**src/rtl/alu_issue_stage_pkg.sv**
```systemverilog
// ---------------------------------------------------------------------------
// alu_issue_stage_pkg
//   Shared definitions for the ALU issue stage: default datapath/register
//   address widths, the ALU control field width and the ALU opcode encodings
//   presented on o_alu_ctrl.
// ---------------------------------------------------------------------------
package alu_issue_stage_pkg;

    localparam int XLEN_DEF = 32;
    localparam int RAW_DEF  = 5;
    localparam int CTRL_W   = 4;

    localparam logic [CTRL_W-1:0] ALU_ADD  = 4'h0;
    localparam logic [CTRL_W-1:0] ALU_SLL  = 4'h1;
    localparam logic [CTRL_W-1:0] ALU_SLT  = 4'h2;
    localparam logic [CTRL_W-1:0] ALU_SLTU = 4'h3;
    localparam logic [CTRL_W-1:0] ALU_XOR  = 4'h4;
    localparam logic [CTRL_W-1:0] ALU_SRL  = 4'h5;
    localparam logic [CTRL_W-1:0] ALU_OR   = 4'h6;
    localparam logic [CTRL_W-1:0] ALU_AND  = 4'h7;
    localparam logic [CTRL_W-1:0] ALU_SUB  = 4'h8;
    localparam logic [CTRL_W-1:0] ALU_SRA  = 4'hd;

endpackage

```
**src/rtl/alu_issue_stage_fwd_sel.sv**
```systemverilog
// ---------------------------------------------------------------------------
// alu_issue_stage_fwd_sel
//   Combinational source-operand resolver. Priority, highest first:
//   x0 -> 0, instruction in EX -> ex_result, writeback bus -> wb_data,
//   otherwise the register-file read data.
//
//   addr      : source register address
//   rf_data   : register-file read data for addr
//   ex_en     : EX entry is valid and writes its rd
//   ex_rd     : EX entry destination register
//   ex_result : ALU result of the EX entry
//   wb_we/wb_addr/wb_data : writeback bus
//   data      : resolved operand value
// ---------------------------------------------------------------------------
module alu_issue_stage_fwd_sel
    import alu_issue_stage_pkg::*;
#(
    parameter int XLEN = XLEN_DEF,
    parameter int RAW  = RAW_DEF
) (
    input  logic [RAW-1:0]  addr,
    input  logic [XLEN-1:0] rf_data,
    input  logic            ex_en,
    input  logic [RAW-1:0]  ex_rd,
    input  logic [XLEN-1:0] ex_result,
    input  logic            wb_we,
    input  logic [RAW-1:0]  wb_addr,
    input  logic [XLEN-1:0] wb_data,
    output logic [XLEN-1:0] data
);

    always_comb begin
        data = rf_data;
        if (addr == '0) begin
            data = '0;
        end else if (ex_en && (ex_rd == addr)) begin
            data = ex_result;
        end else if (wb_we && (wb_addr == addr)) begin
            data = wb_data;
        end
    end

endmodule

```
**src/rtl/alu_issue_stage.sv**
```systemverilog
// ---------------------------------------------------------------------------
// alu_issue_stage
//   ID/EX boundary register in front of the ALU. Decoded instructions are
//   accepted over valid/ready, their sources are resolved by forwarding from
//   the entry currently in EX and from the writeback bus, and the held entry
//   drives the ALU directly from registers. A one-entry skid buffer keeps
//   o_ready fully registered.
//
//   i_clk, i_rst_n        : clock, async active-low reset
//   i_flush               : synchronous kill of both held entries
//   i_valid / o_ready     : upstream handshake (o_ready registered)
//   i_alu_ctrl ... i_rd_we: decoded instruction fields
//   i_ex_result           : ALU result of the entry presented on o_*
//   i_wb_we/addr/data     : writeback bus, used for forwarding and snooping
//   o_valid / i_ready     : downstream handshake
//   o_alu_ctrl, o_op1/2   : ALU control and operands
//   o_rd_addr, o_rd_we    : destination travelling with the entry
// ---------------------------------------------------------------------------
module alu_issue_stage
    import alu_issue_stage_pkg::*;
#(
    parameter int XLEN = XLEN_DEF,
    parameter int RAW  = RAW_DEF
) (
    input  logic              i_clk,
    input  logic              i_rst_n,
    input  logic              i_flush,
    input  logic              i_valid,
    output logic              o_ready,
    input  logic [CTRL_W-1:0] i_alu_ctrl,
    input  logic [RAW-1:0]    i_rs1_addr,
    input  logic [RAW-1:0]    i_rs2_addr,
    input  logic [XLEN-1:0]   i_rs1_data,
    input  logic [XLEN-1:0]   i_rs2_data,
    input  logic [XLEN-1:0]   i_imm,
    input  logic              i_use_imm,
    input  logic              i_use_pc,
    input  logic [XLEN-1:0]   i_pc,
    input  logic [RAW-1:0]    i_rd_addr,
    input  logic              i_rd_we,
    input  logic [XLEN-1:0]   i_ex_result,
    input  logic              i_wb_we,
    input  logic [RAW-1:0]    i_wb_addr,
    input  logic [XLEN-1:0]   i_wb_data,
    output logic              o_valid,
    input  logic              i_ready,
    output logic [CTRL_W-1:0] o_alu_ctrl,
    output logic [XLEN-1:0]   o_op1,
    output logic [XLEN-1:0]   o_op2,
    output logic [RAW-1:0]    o_rd_addr,
    output logic              o_rd_we
);

    typedef struct packed {
        logic [CTRL_W-1:0] ctrl;
        logic [RAW-1:0]    rs1_addr;
        logic [RAW-1:0]    rs2_addr;
        logic [XLEN-1:0]   rs1_val;
        logic [XLEN-1:0]   rs2_val;
        logic [XLEN-1:0]   imm;
        logic              use_imm;
        logic              use_pc;
        logic [XLEN-1:0]   pc;
        logic [RAW-1:0]    rd;
        logic              rd_we;
    } entry_t;

    entry_t          main_p1, skid_p1;
    entry_t          main_nxt, skid_nxt, new_p0;
    logic            vld_p1, skid_vld_p1, rdy_p1;
    logic            vld_nxt, skid_vld_nxt;
    logic            accept, depart, ex_en;
    logic [XLEN-1:0] rs1_fwd, rs2_fwd;

    // A held entry picks up any writeback to one of its sources so it never
    // presents a value older than the register file. x0 is never updated.
    function automatic entry_t snoop(input entry_t e, input logic we,
                                     input logic [RAW-1:0] a,
                                     input logic [XLEN-1:0] d);
        entry_t r;
        r = e;
        if (we && (a != '0) && (a == e.rs1_addr)) r.rs1_val = d;
        if (we && (a != '0) && (a == e.rs2_addr)) r.rs2_val = d;
        return r;
    endfunction

    // ---- stage p0: capture-side operand resolution ----
    assign accept = i_valid && rdy_p1;
    assign depart = vld_p1 && i_ready;
    // EX forwarding uses main even when it departs this cycle; while main is
    // stalled its result is stable, so a skid capture of i_ex_result is safe.
    assign ex_en  = vld_p1 && main_p1.rd_we;

    alu_issue_stage_fwd_sel #(.XLEN(XLEN), .RAW(RAW)) u_fwd_rs1 (
        .addr      (i_rs1_addr),
        .rf_data   (i_rs1_data),
        .ex_en     (ex_en),
        .ex_rd     (main_p1.rd),
        .ex_result (i_ex_result),
        .wb_we     (i_wb_we),
        .wb_addr   (i_wb_addr),
        .wb_data   (i_wb_data),
        .data      (rs1_fwd)
    );

    alu_issue_stage_fwd_sel #(.XLEN(XLEN), .RAW(RAW)) u_fwd_rs2 (
        .addr      (i_rs2_addr),
        .rf_data   (i_rs2_data),
        .ex_en     (ex_en),
        .ex_rd     (main_p1.rd),
        .ex_result (i_ex_result),
        .wb_we     (i_wb_we),
        .wb_addr   (i_wb_addr),
        .wb_data   (i_wb_data),
        .data      (rs2_fwd)
    );

    always_comb begin
        new_p0          = '0;
        new_p0.ctrl     = i_alu_ctrl;
        new_p0.rs1_addr = i_rs1_addr;
        new_p0.rs2_addr = i_rs2_addr;
        new_p0.rs1_val  = rs1_fwd;
        new_p0.rs2_val  = rs2_fwd;
        new_p0.imm      = i_imm;
        new_p0.use_imm  = i_use_imm;
        new_p0.use_pc   = i_use_pc;
        new_p0.pc       = i_pc;
        new_p0.rd       = i_rd_addr;
        new_p0.rd_we    = i_rd_we;
    end

    always_comb begin
        main_nxt     = main_p1;
        skid_nxt     = skid_p1;
        vld_nxt      = vld_p1;
        skid_vld_nxt = skid_vld_p1;
        if (vld_p1)      main_nxt = snoop(main_p1, i_wb_we, i_wb_addr, i_wb_data);
        if (skid_vld_p1) skid_nxt = snoop(skid_p1, i_wb_we, i_wb_addr, i_wb_data);

        if (i_flush) begin
            vld_nxt      = 1'b0;
            skid_vld_nxt = 1'b0;
        end else if (depart) begin
            // o_ready is low whenever skid is full, so accept cannot coincide
            // with a skid-to-main move.
            if (skid_vld_p1) begin
                main_nxt     = skid_nxt;
                skid_vld_nxt = 1'b0;
            end else if (accept) begin
                main_nxt = new_p0;
            end else begin
                vld_nxt = 1'b0;
            end
        end else if (accept) begin
            if (!vld_p1) begin
                main_nxt = new_p0;
                vld_nxt  = 1'b1;
            end else begin
                skid_nxt     = new_p0;
                skid_vld_nxt = 1'b1;
            end
        end
    end

    // ---- stage p1: main/skid registers ----
    always_ff @(posedge i_clk or negedge i_rst_n) begin
        if (!i_rst_n) begin
            vld_p1      <= 1'b0;
            skid_vld_p1 <= 1'b0;
            rdy_p1      <= 1'b1;
            main_p1     <= '0;
        end else begin
            vld_p1      <= vld_nxt;
            skid_vld_p1 <= skid_vld_nxt;
            rdy_p1      <= !skid_vld_nxt;
            main_p1     <= main_nxt;
        end
    end

    // Skid contents are only meaningful under skid_vld_p1.
    always_ff @(posedge i_clk) begin
        skid_p1 <= skid_nxt;
    end

    assign o_ready    = rdy_p1;
    assign o_valid    = vld_p1;
    assign o_alu_ctrl = main_p1.ctrl;
    assign o_op1      = main_p1.use_pc  ? main_p1.pc  : main_p1.rs1_val;
    assign o_op2      = main_p1.use_imm ? main_p1.imm : main_p1.rs2_val;
    assign o_rd_addr  = main_p1.rd;
    assign o_rd_we    = main_p1.rd_we;

endmodule

```
**config.mk**
```make
export PLATFORM = sky130hd
export DESIGN_NAME = alu_issue_stage
export DESIGN_NICKNAME = d
export VERILOG_FILES = /design/src/rtl/alu_issue_stage_pkg.sv /design/src/rtl/alu_issue_stage_fwd_sel.sv /design/src/rtl/alu_issue_stage.sv
export SDC_FILE = /design/constraint.sdc
export NUM_CORES = 1
export LEC_CHECK = 0
export CAP_MARGIN = 20
export CORE_MARGIN = 1
export CORE_UTILIZATION = 49
export CTS_BUF_LIST = sky130_fd_sc_hd__clkbuf_4 sky130_fd_sc_hd__clkbuf_8
export DETAILED_ROUTE_END_ITERATION = 7
export GPL_TIMING_DRIVEN = 1
export PLACE_DENSITY = 0.74
export SETUP_SLACK_MARGIN = 0.2
export SKIP_CTS_REPAIR_TIMING = 1
export SLEW_MARGIN = 20
export SYNTH_ARGS = -nofsm -noshare
export SYNTH_HDL_FRONTEND = slang
export SYNTH_HIERARCHICAL = 1
export SYNTH_SLANG_ARGS = --single-unit
```
**constraint.sdc**
```tcl
create_clock -name i_clk -period 4.5 [get_ports i_clk]
set_input_delay 0.45 -clock i_clk [delete_from_list [all_inputs] [get_ports i_clk]]
set_output_delay 0.45 -clock i_clk [all_outputs]
set_load 0.01 [all_outputs]
```
======== Word level (Yosys, flattened, before mapping) ========
Cells that the tools add are included.
operators by class
  eq/ne operators ......................... 10
  mux-type cells .......................... 33
  reductions and logical operators ........ 18
operators by type and width
  kind                  count
  $mux W150             10
  $mux W32              12
  $mux W136             2
  $eq A5 B5 Y1          8
  $logic_and A1 B1 Y1   12
  $logic_not A5 Y1      2
  $mux W1               9
  $ne A3 B3 Y1 const B  2
  $reduce_bool A5 Y1    1
  $reduce_and A3 Y1     1
  $reduce_bool A3 Y1    1
  $logic_not A1 Y1      1
word-level totals
  word-level logic and storage cells ...... 86
  output and inout port bits .............. 76
  register bits after elaboration ......... 303

======== Depth between registers and ports, before layout ========
  word-level depth ........................ 9
  mapped depth ............................ 11
  gate-level depth less buffers ........... 8

======== By module ========
The synthesis kept the hierarchy.
modules (own cells, without submodules)
  module                   cells an instance  times used  area an instance (µm²)  sequential area each (µm²)
  alu_issue_stage          1401               1           15544.9                 7693.6
  alu_issue_stage_fwd_sel  196                2           1253.7                  0.0

======== Worst setup path after synthesis ========
Ideal clock, no wire load.
  kind .................................... flip-flop to flip-flop
  start point ............................. reg rdy_p1 (netlist: o_ready)
  end point ............................... reg skid_p1[0] (netlist bit), enable pin
  cell stages (with the launch flop) ...... 5
  slack ................................... 0.584 ns
  data required time ...................... 4.019 ns
  arrival ................................. 3.435 ns
  path through ............................ dfstp_2 -> and2_1 -> nand4_1 -> clkinv_1 -> clkbuf_1
between the ends
  longest elaborated chain between the ends .. 4
RTL lines
  what                    RTL line                text
  from (decl)             alu_issue_stage.sv:70   logic vld_p1, skid_vld_p1, rdy_p1;
  from (signal assigned)  alu_issue_stage.sv:176  rdy_p1 <= !skid_vld_nxt;
  $logic_and A1 B1 Y1     alu_issue_stage.sv:88   assign accept = i_valid && rdy_p1;
  $mux W150               alu_issue_stage.sv:155  end else if (accept) begin
  $mux W150               alu_issue_stage.sv:144  end else if (depart) begin
  $mux W150               alu_issue_stage.sv:141  if (i_flush) begin
  to (signal assigned)    alu_issue_stage.sv:183  skid_p1 <= skid_nxt;
  to (decl)               alu_issue_stage.sv:68   entry_t main_p1, skid_p1;
No other way between the ends.
A chain may end at the register's enable or synchronous reset.

==> summary.txt <==
Internal = 6.20 mW
RePlAce Congestion = 0.912
Vias in the first global route = 15900
Gr ovfl total = 0
Final setup violation count = 0
Detailed Route Iter0 Violations = 1577
Synth area leaders = dfrtp_1 21%, edfxtp_1 14%, mux2_2 8.2%
Crit path largest cell delay = 0.76 ns
Largest net degree at the start of global routing = 95
CTS buffer count = 54
Final hold slack = 0.425 ns
DR vias = 16100
Sequential fraction of the synthesis area = 0.426
Initial Utilization = 0.503
Ys async rst share = 0.505
FP Rows = 69
Clock network power share = 0.326
Total power = 8.83 mW
Routed Wire Length = 63100 microns
Min Tclk post-route = 3.32 ns
Sink Count = 303
IO Port Bufs = 300
Avg Cell Area, Syn = 10.1 sq um
Comb power frac = 0.269
Min-Delay Path Class = in2reg
Initial antenna violation count = 2
Max clock buf depth = 3
Sw Share = 0.297
Core box area = 0.0359 sq mm
Reg2reg setup slack = 1.18 ns
#FFs+latches synth = 303
CTS tree = done
CP Max Fanout = 51
Root Driver = clkbuf_8
Leak pwr = 8.54 nW
Part of the power in registers = 0.405
Outcome = finished clean
Cell variety after synth = 44
First-pass GRT wire length = 95700 microns
Die width = 194 microns
Startpoint Class = flop
Post-synth top area share = 0.211
Max_cap viols = 0
Area leader, netlist = dfrtp_1
GR Util All Layers = 0.327
Clock slew at reported path FFs = 0.07 ns
Die Ht = 194 microns
Die area = 0.0376 sq mm
Placed cell area = 0.0212 sq mm
Worst path slowest cell = or2_1
H-tree Lvls = 2
Most frequent cells after synthesis = 206 x o21ai_0, 152 x dfrtp_1, 145 x clkbuf_1
Buf+Inv Stages, Crit Path = 1
Achievable Freq = 0.301 GHz
Fin area = 0.0224 sq mm
Switching pwr = 2.63 mW
Final Skew = 0.0306 ns
Kind of critical path = reg2reg
Drc violations = 0
Crit path max-delay family = simple AND/OR/NAND/NOR gates
Req. time, crit path = 5.00 ns
Critical path capture point type = flop
Share of cells above drive strength 1 = 0.181
PwrDens = 394 mW/mm^2
Post-Syn Area = 0.0181 sq mm
Relative slew slack = 0.223
Worst Max-Slew Pin Slew = 1.16 ns
Fin. Hold Viols = 0
Inserted Diodes = 0
Crit-path cells = xnor2_1 -> nand4_1 -> buf_4 -> or2_1 -> a311oi_1 -> and2_1 -> o21ai_0 -> mux2i_1 -> a221o_1
Max VDD drop = 0.250 mV
Post-synth EDFFs = 86
Post-DR vias/cell = 6.43
Io pins = 301
Syn Inst Count = 1793
YS warnings = 6
Crit path DAT = 3.82 ns
Syn-to-layout area delta = 24.1%
Most frequent cell after synthesis = o21ai_0
Detailed Place HPWL = 41100 microns
Post-route ant nets = 0
Fin nets = 2224
Wire per inst = 25.2 microns
First-pass DRT Iterations = 7
Syn_nets = 2018
Unrepaired setup endpoints after global routing = false
Tcrit/Tclk final = 0.738
Worst skew pair latency = 0.63 ns
Pins Over Slew Limit = 0
Fin Setup TNS = 0 ns
Post-synth top flop = dfrtp_1
[kinds of logic (layout without fill, tap and decap cells)]
kind of cell    count (synthesis)  count (layout)  synth area share
compound gates                532             532             0.203
buf+inv                       195             447            0.0490
xor+xnor                       40              40            0.0202
mux                           256             256             0.168
simple gates                  467             467             0.134
flops                         303             303             0.426
[flip-flops by register name, indices dropped and copies added (netlist names)]
register	count
skid_p1	150
main_p1	140
o_rd_addr	5
o_alu_ctrl	4
o_rd_we	1
o_ready	1
o_valid	1
skid_vld_p1	1
[per-layer routing]
metal | GRT usage | vias to the layer above | share of wire | wire, microns
met2 | 0.507 | 931 | 0.45 | 28700
met3 | 0.0621 | 186 | 0.089 | 5620
met5 | 0 | - | 0.00021 | 13
met4 | 0.181 | 2 | 0.056 | 3560
li1 | - | 7102 | - | -
met1 | 0.432 | 7889 | 0.40 | 25300
[power groups by stage]
| stage | logic [mW] | registers, mW | clock network, mW |
|---|---|---|---|
| 4_1_cts | 2.36 | 3.56 | 2.93 |
| 2_1_floorplan | 1.44 | 3.43 | 0 |
| 3_5_place_dp | 2.34 | 3.61 | 0 |
| 5_1_grt | 2.54 | 3.60 | 3.05 |
| 6_report | 2.38 | 3.57 | 2.88 |
| 3_3_place_gp | 2.28 | 3.59 | 0 |
[worst paths after layout]
kind | end | startpoint | depth (start not counted)
max | main_p1[77]$_DFF_PN0_ | o_rd_addr[4]$_DFFE_PN0P_ | 9
min | skid_p1[147]$_DFFE_PP_ | i_alu_ctrl[1] | 1
max reg2reg | main_p1[77]$_DFF_PN0_ | o_rd_addr[4]$_DFFE_PN0P_ | 9
min reg2reg | main_p1[43]$_DFFE_PN0P_ | main_p1[43]$_DFFE_PN0P_ | 2
max in group asynchronous | main_p1[109]$_DFF_PN0_ | i_rst_n | 3
min in group asynchronous | o_alu_ctrl[1]$_DFFE_PN0P_ | i_rst_n | 2
[area by class of cell]
cell class	count	area (sq um)
timing repair buffer	340	3340
clock inverter	17	160
sequential	303	7690
clock buffer	85	1050
inverter	5	21.3
fill	2955	13500
multi-input combinational	1295	9570
tap	461	577
[layout by cell type, fill, tap and decap left out, drive strengths merged, types with 7 or more instances in the layout]
cell,netlist,final
clkdlybuf4s50,0,298
o21ai,208,208
mux2,192,192
dfrtp,152,152
and2,139,139
nand2,95,95
edfxtp,86,86
clkbuf,145,85
nor2,80,80
a21oi,72,72
o31ai,71,71
a221o,65,65
nor3,65,65
mux2i,64,64
dfxtp,64,64
nand3,41,41
buf,45,41
o22a,36,36
a211oi,36,36
nand4,33,33
a311oi,28,28
xnor2,26,26
xor2,14,14
a22oi,14,14
clkinv,1,12
inv,4,7
[through the flow]
stage                     utilization  setup WS (ns)  instances
after floorplan                     -          0.584       1793
after global placement          0.590          0.982       2402
after detailed placement        0.590          0.791       2402
after CTS                       0.623           1.23       2504
after global routing            0.624           1.11       2506
final                           0.624           1.18       2506
No activity file was read; power rests on OpenSTA's default activity.
